[config.mk]
export PLATFORM = sky130hd
export DESIGN_NAME = atm_session_ctrl
export DESIGN_NICKNAME = d
export VERILOG_FILES = /design/src/rtl/atm_session_ctrl.sv
export SDC_FILE = /design/constraint.sdc
export NUM_CORES = 1
export LEC_CHECK = 0
export ABC_CLOCK_PERIOD_IN_PS = 3000
export CAP_MARGIN = 20
export CELL_PAD_IN_SITES_DETAIL_PLACEMENT = 0
export CELL_PAD_IN_SITES_GLOBAL_PLACEMENT = 1
export CORE_ASPECT_RATIO = 1.75
export CORE_MARGIN = 5
export CORE_UTILIZATION = 34
export DETAILED_ROUTE_END_ITERATION = 10
export PLACE_DENSITY = 0.83
export SLEW_MARGIN = 0
export SYNTH_ARGS = -nofsm -noshare
export SYNTH_HDL_FRONTEND = slang
export SYNTH_SLANG_ARGS = --single-unit
[constraint.sdc]
create_clock -name clk -period 3 [get_ports clk]
set_clock_uncertainty 0.05 [all_clocks]
set_input_delay 0.9 -clock clk [delete_from_list [all_inputs] [get_ports clk]]
set_output_delay 0.9 -clock clk [all_outputs]
set_load 0.01 [all_outputs]
[src/rtl/atm_session_ctrl.sv]
// Session controller in front of the CryptoATM authenticator: card lookup, PIN
// retries with lockout, inactivity timeout and logout with a one-cycle deAuth.
module atm_session_ctrl #(
    parameter int MAX_TRIES    = 3,
    parameter int LOCK_CYCLES  = 16,
    parameter int IDLE_TIMEOUT = 1000,
    parameter int AUTH_WAIT    = 2
) (
    input  logic        clk,
    input  logic        reset,
    input  logic        card_valid,
    input  logic [15:0] card_number,
    input  logic        pin_valid,
    input  logic [15:0] pin_entry,
    input  logic        activity,
    input  logic        logout,
    output logic [15:0] auth_acc_number,
    output logic [15:0] auth_pin,
    output logic        auth_action,
    output logic        auth_deAuth,
    input  logic        auth_wasSuccessful,
    input  logic [3:0]  auth_accIndex,
    output logic        session_active,
    output logic [3:0]  session_index,
    output logic [3:0]  tries_left,
    output logic [2:0]  status
);

    localparam int IW = $clog2(IDLE_TIMEOUT + 1);
    localparam int WW = $clog2(AUTH_WAIT + 1);
    localparam int LW = $clog2(LOCK_CYCLES + 1);

    localparam logic [2:0] S_IDLE      = 3'd0;
    localparam logic [2:0] S_FIND_WAIT = 3'd1;
    localparam logic [2:0] S_PIN_ENTRY = 3'd2;
    localparam logic [2:0] S_AUTH_WAIT = 3'd3;
    localparam logic [2:0] S_SESSION   = 3'd4;
    localparam logic [2:0] S_LOCKED    = 3'd5;
    localparam logic [2:0] S_DEAUTH    = 3'd6;

    localparam logic [2:0] ST_IDLE    = 3'd0;
    localparam logic [2:0] ST_BUSY    = 3'd1;
    localparam logic [2:0] ST_CARD_OK = 3'd2;
    localparam logic [2:0] ST_REJECT  = 3'd3;
    localparam logic [2:0] ST_PIN_BAD = 3'd4;
    localparam logic [2:0] ST_LOCKED  = 3'd5;
    localparam logic [2:0] ST_SESSION = 3'd6;
    localparam logic [2:0] ST_TIMEOUT = 3'd7;

    localparam logic [IW-1:0] IDLE_LAST = IW'(IDLE_TIMEOUT - 1);

    logic [2:0]    state;
    logic [WW-1:0] wait_cnt;
    logic [LW-1:0] lock_cnt;
    logic [IW-1:0] idle_cnt;
    logic          idle_touch;
    logic          idle_expire;
    logic          auth_ok;
    logic          wait_done;

    assign idle_touch  = activity | pin_valid;
    // Expiry fires on the edge where the timer would reach IDLE_TIMEOUT.
    assign idle_expire = !idle_touch && (idle_cnt == IDLE_LAST);
    // x/z from the authenticator must not count as success.
    assign auth_ok     = (auth_wasSuccessful == 1'b1);
    assign wait_done   = (wait_cnt == WW'(1));

    assign auth_deAuth    = (state == S_DEAUTH);
    assign session_active = (state == S_SESSION);

    always_ff @(posedge clk) begin
        if (reset) begin
            state           <= S_IDLE;
            wait_cnt        <= '0;
            lock_cnt        <= '0;
            idle_cnt        <= '0;
            auth_acc_number <= '0;
            auth_pin        <= '0;
            auth_action     <= 1'b0;
            session_index   <= '0;
            tries_left      <= '0;
            status          <= ST_IDLE;
        end else begin
            case (state)
                S_IDLE: begin
                    if (card_valid) begin
                        auth_acc_number <= card_number;
                        auth_action     <= 1'b0;
                        wait_cnt        <= WW'(AUTH_WAIT);
                        status          <= ST_BUSY;
                        state           <= S_FIND_WAIT;
                    end
                end
                S_FIND_WAIT: begin
                    wait_cnt <= wait_cnt - 1'b1;
                    if (wait_done) begin
                        if (auth_ok) begin
                            tries_left <= 4'(MAX_TRIES);
                            idle_cnt   <= '0;
                            status     <= ST_CARD_OK;
                            state      <= S_PIN_ENTRY;
                        end else begin
                            status <= ST_REJECT;
                            state  <= S_IDLE;
                        end
                    end
                end
                S_PIN_ENTRY: begin
                    if (pin_valid) begin
                        auth_pin    <= pin_entry;
                        auth_action <= 1'b1;
                        wait_cnt    <= WW'(AUTH_WAIT);
                        idle_cnt    <= '0;
                        status      <= ST_BUSY;
                        state       <= S_AUTH_WAIT;
                    end else if (idle_expire) begin
                        status <= ST_TIMEOUT;
                        state  <= S_DEAUTH;
                    end else if (activity) begin
                        idle_cnt <= '0;
                    end else begin
                        idle_cnt <= idle_cnt + 1'b1;
                    end
                end
                S_AUTH_WAIT: begin
                    wait_cnt <= wait_cnt - 1'b1;
                    if (wait_done) begin
                        if (auth_ok) begin
                            session_index <= auth_accIndex;
                            idle_cnt      <= '0;
                            status        <= ST_SESSION;
                            state         <= S_SESSION;
                        end else begin
                            tries_left <= tries_left - 4'd1;
                            if (tries_left == 4'd1) begin
                                lock_cnt <= LW'(LOCK_CYCLES);
                                status   <= ST_LOCKED;
                                state    <= S_LOCKED;
                            end else begin
                                idle_cnt <= '0;
                                status   <= ST_PIN_BAD;
                                state    <= S_PIN_ENTRY;
                            end
                        end
                    end
                end
                S_SESSION: begin
                    if (logout) begin
                        status <= ST_IDLE;
                        state  <= S_DEAUTH;
                    end else if (idle_expire) begin
                        status <= ST_TIMEOUT;
                        state  <= S_DEAUTH;
                    end else if (idle_touch) begin
                        idle_cnt <= '0;
                    end else begin
                        idle_cnt <= idle_cnt + 1'b1;
                    end
                end
                S_LOCKED: begin
                    if (lock_cnt == '0) begin
                        state <= S_DEAUTH;
                    end else begin
                        lock_cnt <= lock_cnt - 1'b1;
                    end
                end
                S_DEAUTH: begin
                    auth_acc_number <= '0;
                    auth_pin        <= '0;
                    auth_action     <= 1'b0;
                    session_index   <= '0;
                    tries_left      <= '0;
                    idle_cnt        <= '0;
                    state           <= S_IDLE;
                end
                default: state <= S_IDLE;
            endcase
        end
    end

endmodule

* Word level (Yosys, flattened, before mapping) *
Cells that the tools add are included.
W data, S select, Z words.

storage, ports and cells
  register bits = 64
  input bits = 43
  output and inout bits = 46
  word-level logic and storage cells = 117

cells by class
  add/subtract/negate cells = 4
  equal/unequal tests = 23
  muxes and demuxes = 55
  bitwise operators = 1
  reduce and logical (&&, ||, !) cells = 24

operator list
  cell                     count
  $mux W10                 11
  $pmux W16 S2             2
  $pmux W10 S5             1
  $mux W3                  14
  $mux W16                 2
  $mux W4                  6
  $ne A2 B2 Y1 const B     12
  $mux W5                  4
  $pmux W3 S6              1
  $pmux W3 S5              1
  $pmux W4 S3              1
  $add A10 B1 Y10 const B  1
  $eq A10 B10 Y1 const B   1
  $pmux W5 S2              1
  $reduce_and A5 Y1        2
  $reduce_bool A5 Y1       2
  $eq A3 B3 Y1 const B     3
  $reduce_and A3 Y1        3
  $reduce_bool A3 Y1       3
  $mux W2                  4
  $pmux W4 S2              1
  $reduce_and A4 Y1        2
  $reduce_and A8 Y1        1
  $reduce_bool A2 Y1       4
  18 further kinds         24

* Longest topological paths before layout *
  word-level depth = 6
  depth in mapped cells = 9
  mapped depth without buffers = 7

* Least setup slack after synthesis *
OpenSTA, ideal clock, no wires.

  kind = input -> register
  from = in pin_valid
  to = reg idle_cnt[4]
  setup time = 0.070 ns
  arrival = 2.142 ns
  required time = 2.880 ns
  slack = 0.737 ns
  cell stages on the path = 4
  path buffers = 1
  cells stage by stage = or4_1 buf_2 or4_1 a21oi_1

between the ends
  longest elaborated chain between the ends = 5

ends and longest elaborated chain
  item                                               line     RTL
  start: declaration                                 13       input logic pin_valid,
  $or A1 B1 Y1                                       61       assign idle_touch = activity | pin_valid;
  $mux W10 or $logic_not A1 Y1 (tied branches)       154, 63
  $mux W10 or $logic_and A1 B1 Y1 (tied branches)    151, 63
  $mux W10, or another cell as far along             148      if (logout) begin
  $pmux W10 S5 or $reduce_and A8 Y1 (tied branches)  n/a
  end signal: assignment                             122      idle_cnt <= idle_cnt + 1'b1;
  end signal: assignment                             157      idle_cnt <= idle_cnt + 1'b1;
  end: declaration                                   55       logic [IW-1:0] idle_cnt;

Parallel ways exist; a longest one is shown, timed or not. The select of a mux whose other input is x is not followed.
A chain may end at the register's enable or synchronous reset.

* Final worst setup path *
  from = reg state[2]
  to = out auth_deAuth

between the ends
  longest elaborated chain between the ends = 1

ends and longest elaborated chain
  item                      line  RTL
  start: declaration        52    logic [2:0] state;
  start signal: assignment  73    state <= S_IDLE;
  start signal: assignment  91    state <= S_FIND_WAIT;
  start signal: assignment  101   state <= S_PIN_ENTRY;
  $eq A3 B3 Y1              68    assign auth_deAuth = (state == S_DEAUTH);
  end: declaration          20    output logic auth_deAuth,

Every way passes these cells.

==> results by group <==
Status
  – Status: finished, final reports clean

Pwr
  – Pwr Total: 0.00222 W
  – Lkg Pwr: 1.55 nW
  – VDD IR-drop max: 298 uV
  – Pwr Density: 503 nW/um^2

Timing
  – Final setup viols: 0
  – Min Hold Slack: 0.399 ns
  – Worst slew pin tran: 1.06 ns
  – Relative slew slack: 0.293
  – RSZ-0062 raised after global routing: false
  – Max Clock Freq: 354 MHz
  – Final Max Slew Viols: 0
  – Final setup TNS: 0 ns
  – Period utilisation layout: 0.942
  – Count of final hold-check violations: 0
  – Period minus WS final: 2.83 ns

Clock tree
  – CTS tree: built
  – # clock sinks: 64
  – Clock transition at path regs: 0.05 ns
  – CTS resizes: 0
  – Maximum clock path buffer count: 2
  – Setup bufs post-CTS: 0
  – Post-CTS Hold Fix Bufs: 0
  – H-tree depth: 3
  – CTS root buf: clkbuf_16
  – Clk_lat worst skew: 0.32 ns
  – TritonCTS buffer count: 9

Placed design
  – Dpl cell area: 4120 um^2
  – Final HPWL from detailed placement: 6640 um
  – IO Port Bufs: 88
  – Routability Congestion: 0.846

Yosys
  – Most instantiated library cell after synthesis: dfxtp_1
  – Distinct cells, synth: 48
  – Most frequent cells after synthesis: 64 x dfxtp_1, 54 x nand2_1, 48 x nor2_1
  – Area leader, netlist: dfxtp_1
  – Post-synthesis cell count: 389
  – Synth top area share: 0.419
  – Post-synth ARST share: 0
  – Cell area after synthesis: 3060 um^2
  – Syn_area_per_cell: 7.87 um^2
  – Synthesized Nets: 439
  – EDFF count, synth: 0
  – Top post-synthesis cells by area: dfxtp_1 42%, a21oi_1 7.7%, nand2_1 6.6%
  – Sequential element share of the synthesized area: 0.419
  – Ys Warns: 0
  – Seq cells post-synth: 64
  – Top FF cell, synth: dfxtp_1

Worst setup path
  – R2R depth: 7
  – CP Max Fanout: 13
  – Setup crit end kind: output port
  – CP max-delay cell: clkdlybuf4s50_1
  – RR Endpoint: idle_cnt[3]
  – Reg2Reg Launch Point: state[2]
  – Slowest cell delay on critical path: 0.58 ns
  – Reg2Reg Setup Slack: 0.37 ns
  – WS Path Type: reg2out
  – Worst Path Required: 2.05 ns
  – Worst path cell trace: nand3b_1 > inv_1 > clkdlybuf4s50_1
  – WP data arrival: 1.88 ns
  – CP startpoint kind: register

Worst hold path
  – Worst hold path depth: 2
  – Hold Crit Start: session_index[2]
  – Worst min-delay path class: reg2reg
  – Worst Hold End: session_index[2]

Global routing
  – Global-route wire length before repair: 14,600 um
  – Number of global-route vias before repair: 3,137
  – Pin count of the biggest net entering global routing: 36
  – Antenna violations before repair: 0
  – Gr ovfl total: 0
  – All-Layer GR Usage: 0.167

Detailed routing
  – Routed vias: 3,158
  – Drc violations: 0
  – WL per Instance: 14.7 um
  – First DRT Iteration DRCs: 180
  – Vias per cell: 5.22
  – Drt total wl: 8900 um
  – Final ANT Viol Nets: 0
  – Drt pass-1 iters: 5

Finish
  – Post-layout util: 0.506
  – Synth-to-layout area growth: 44.4%
  – Cell area after layout: 4420 um^2
  – Multi-input gate area: 1640 um^2
  – Filler cells: 843
  – FF+latch area: 1280 um^2
  – Layout cell share with drive strength beyond 1: 0.0799
  – Nets@finish: 533
  – N_diodes: 0

Floorplanning
  – DIE WIDTH: 81.7 um
  – DIE AREA: 11,100 um^2
  – I/O Pins: 89
  – Die outline height: 136 um
  – Initial Util: 0.351
  – # rows: 45
  – Core ar.: 8730 um^2

Flow run
  – Max Cap Violations: 0
## final cells by class
class / instances / area share
tap: 117 / 0.0331
sequential: 64 / 0.290
clock inverter: 7 / 0.0164
clock buffer: 9 / 0.0510
inverter: 11 / 0.00934
multi-input combinational: 291 / 0.371
timing repair buffer: 106 / 0.229
## power breakdown
part | switching [W] | internal (W)
Sequential | 0.0000190 | 0.000879
Combinational | 0.000145 | 0.000154
Clock | 0.000385 | 0.000642
Total | 0.000549 | 0.00167
## cell usage in the layout (no fill, tap or decap), drive strengths merged, types with 4 or more instances in the layout
master / count
clkdlybuf4s50: 87
dfxtp: 64
nand2: 54
nor2: 48
a21oi: 47
o21ai: 19
buf: 19
a22oi: 16
inv: 11
nand3: 10
clkbuf: 9
nor3: 9
nand2b: 7
ha: 7
nand3b: 6
nand4b: 6
nor3b: 5
nor2b: 5
nor4: 5
a31oi: 4
o21a: 4
clkinv: 4
## worst max-delay path by stage
stage	slack [ns]	start	end	depth (start not counted)
5_1_grt	0.09	state[2]	session_active	2
2_1_floorplan	0.74	pin_valid	idle_cnt[4]	4
3_3_place_gp	0.14	activity	idle_cnt[3]	7
3_5_place_dp	0.04	pin_valid	auth_pin[10]	7
4_1_cts	0.16	state[2]	auth_deAuth	3
6_report	0.17	state[2]	auth_deAuth	3
## state kept, by name, indices dropped and copies added (netlist names)
name	count
idle_cnt	10
tries_left	4
auth_pin	16
auth_acc_number	16
status	3
wait_cnt	2
session_index	4
auth_action	1
state	3
lock_cnt	5
## stage by stage
stage,instances,worst slack [ns]
3_3_place_gp,589,0.143
3_5_place_dp,589,0.0428
6_report,605,0.175
2_1_floorplan,389,0.737
4_1_cts,605,0.156
5_1_grt,605,0.0886
## cells by family (layout without fill, tap and decap cells)
logic type / count (synthesis) / after routing / synth area share
buffers and inverters: 34 / 133 / 0.0466
flip-flops: 64 / 64 / 0.419
AO/OA/AOI/OAI: 109 / 109 / 0.217
AND/OR/NAND/NOR: 171 / 171 / 0.277
XOR/XNOR: 2 / 2 / 0.00572
adder cells (fa/ha/maj): 7 / 7 / 0.0286
multiplexers: 2 / 2 / 0.00695
## per-layer routing
layer | up-vias | track usage | part of all wire
met2 | 75 | 0.296 | 0.54
met1 | 1485 | 0.178 | 0.38
met4 | 0 | 0.0832 | 0.032
met3 | 18 | 0.0406 | 0.047
li1 | 1580 | - | -
met5 | - | 0 | 0
## worst max-delay path, delay by kind of cell (launching register included)
kind | cells | cell delay [ns]
buf+inv | 2 | 0.77
flops | 1 | 0.57
simple gates | 1 | 0.21
(Power assumes the default switching activity.)
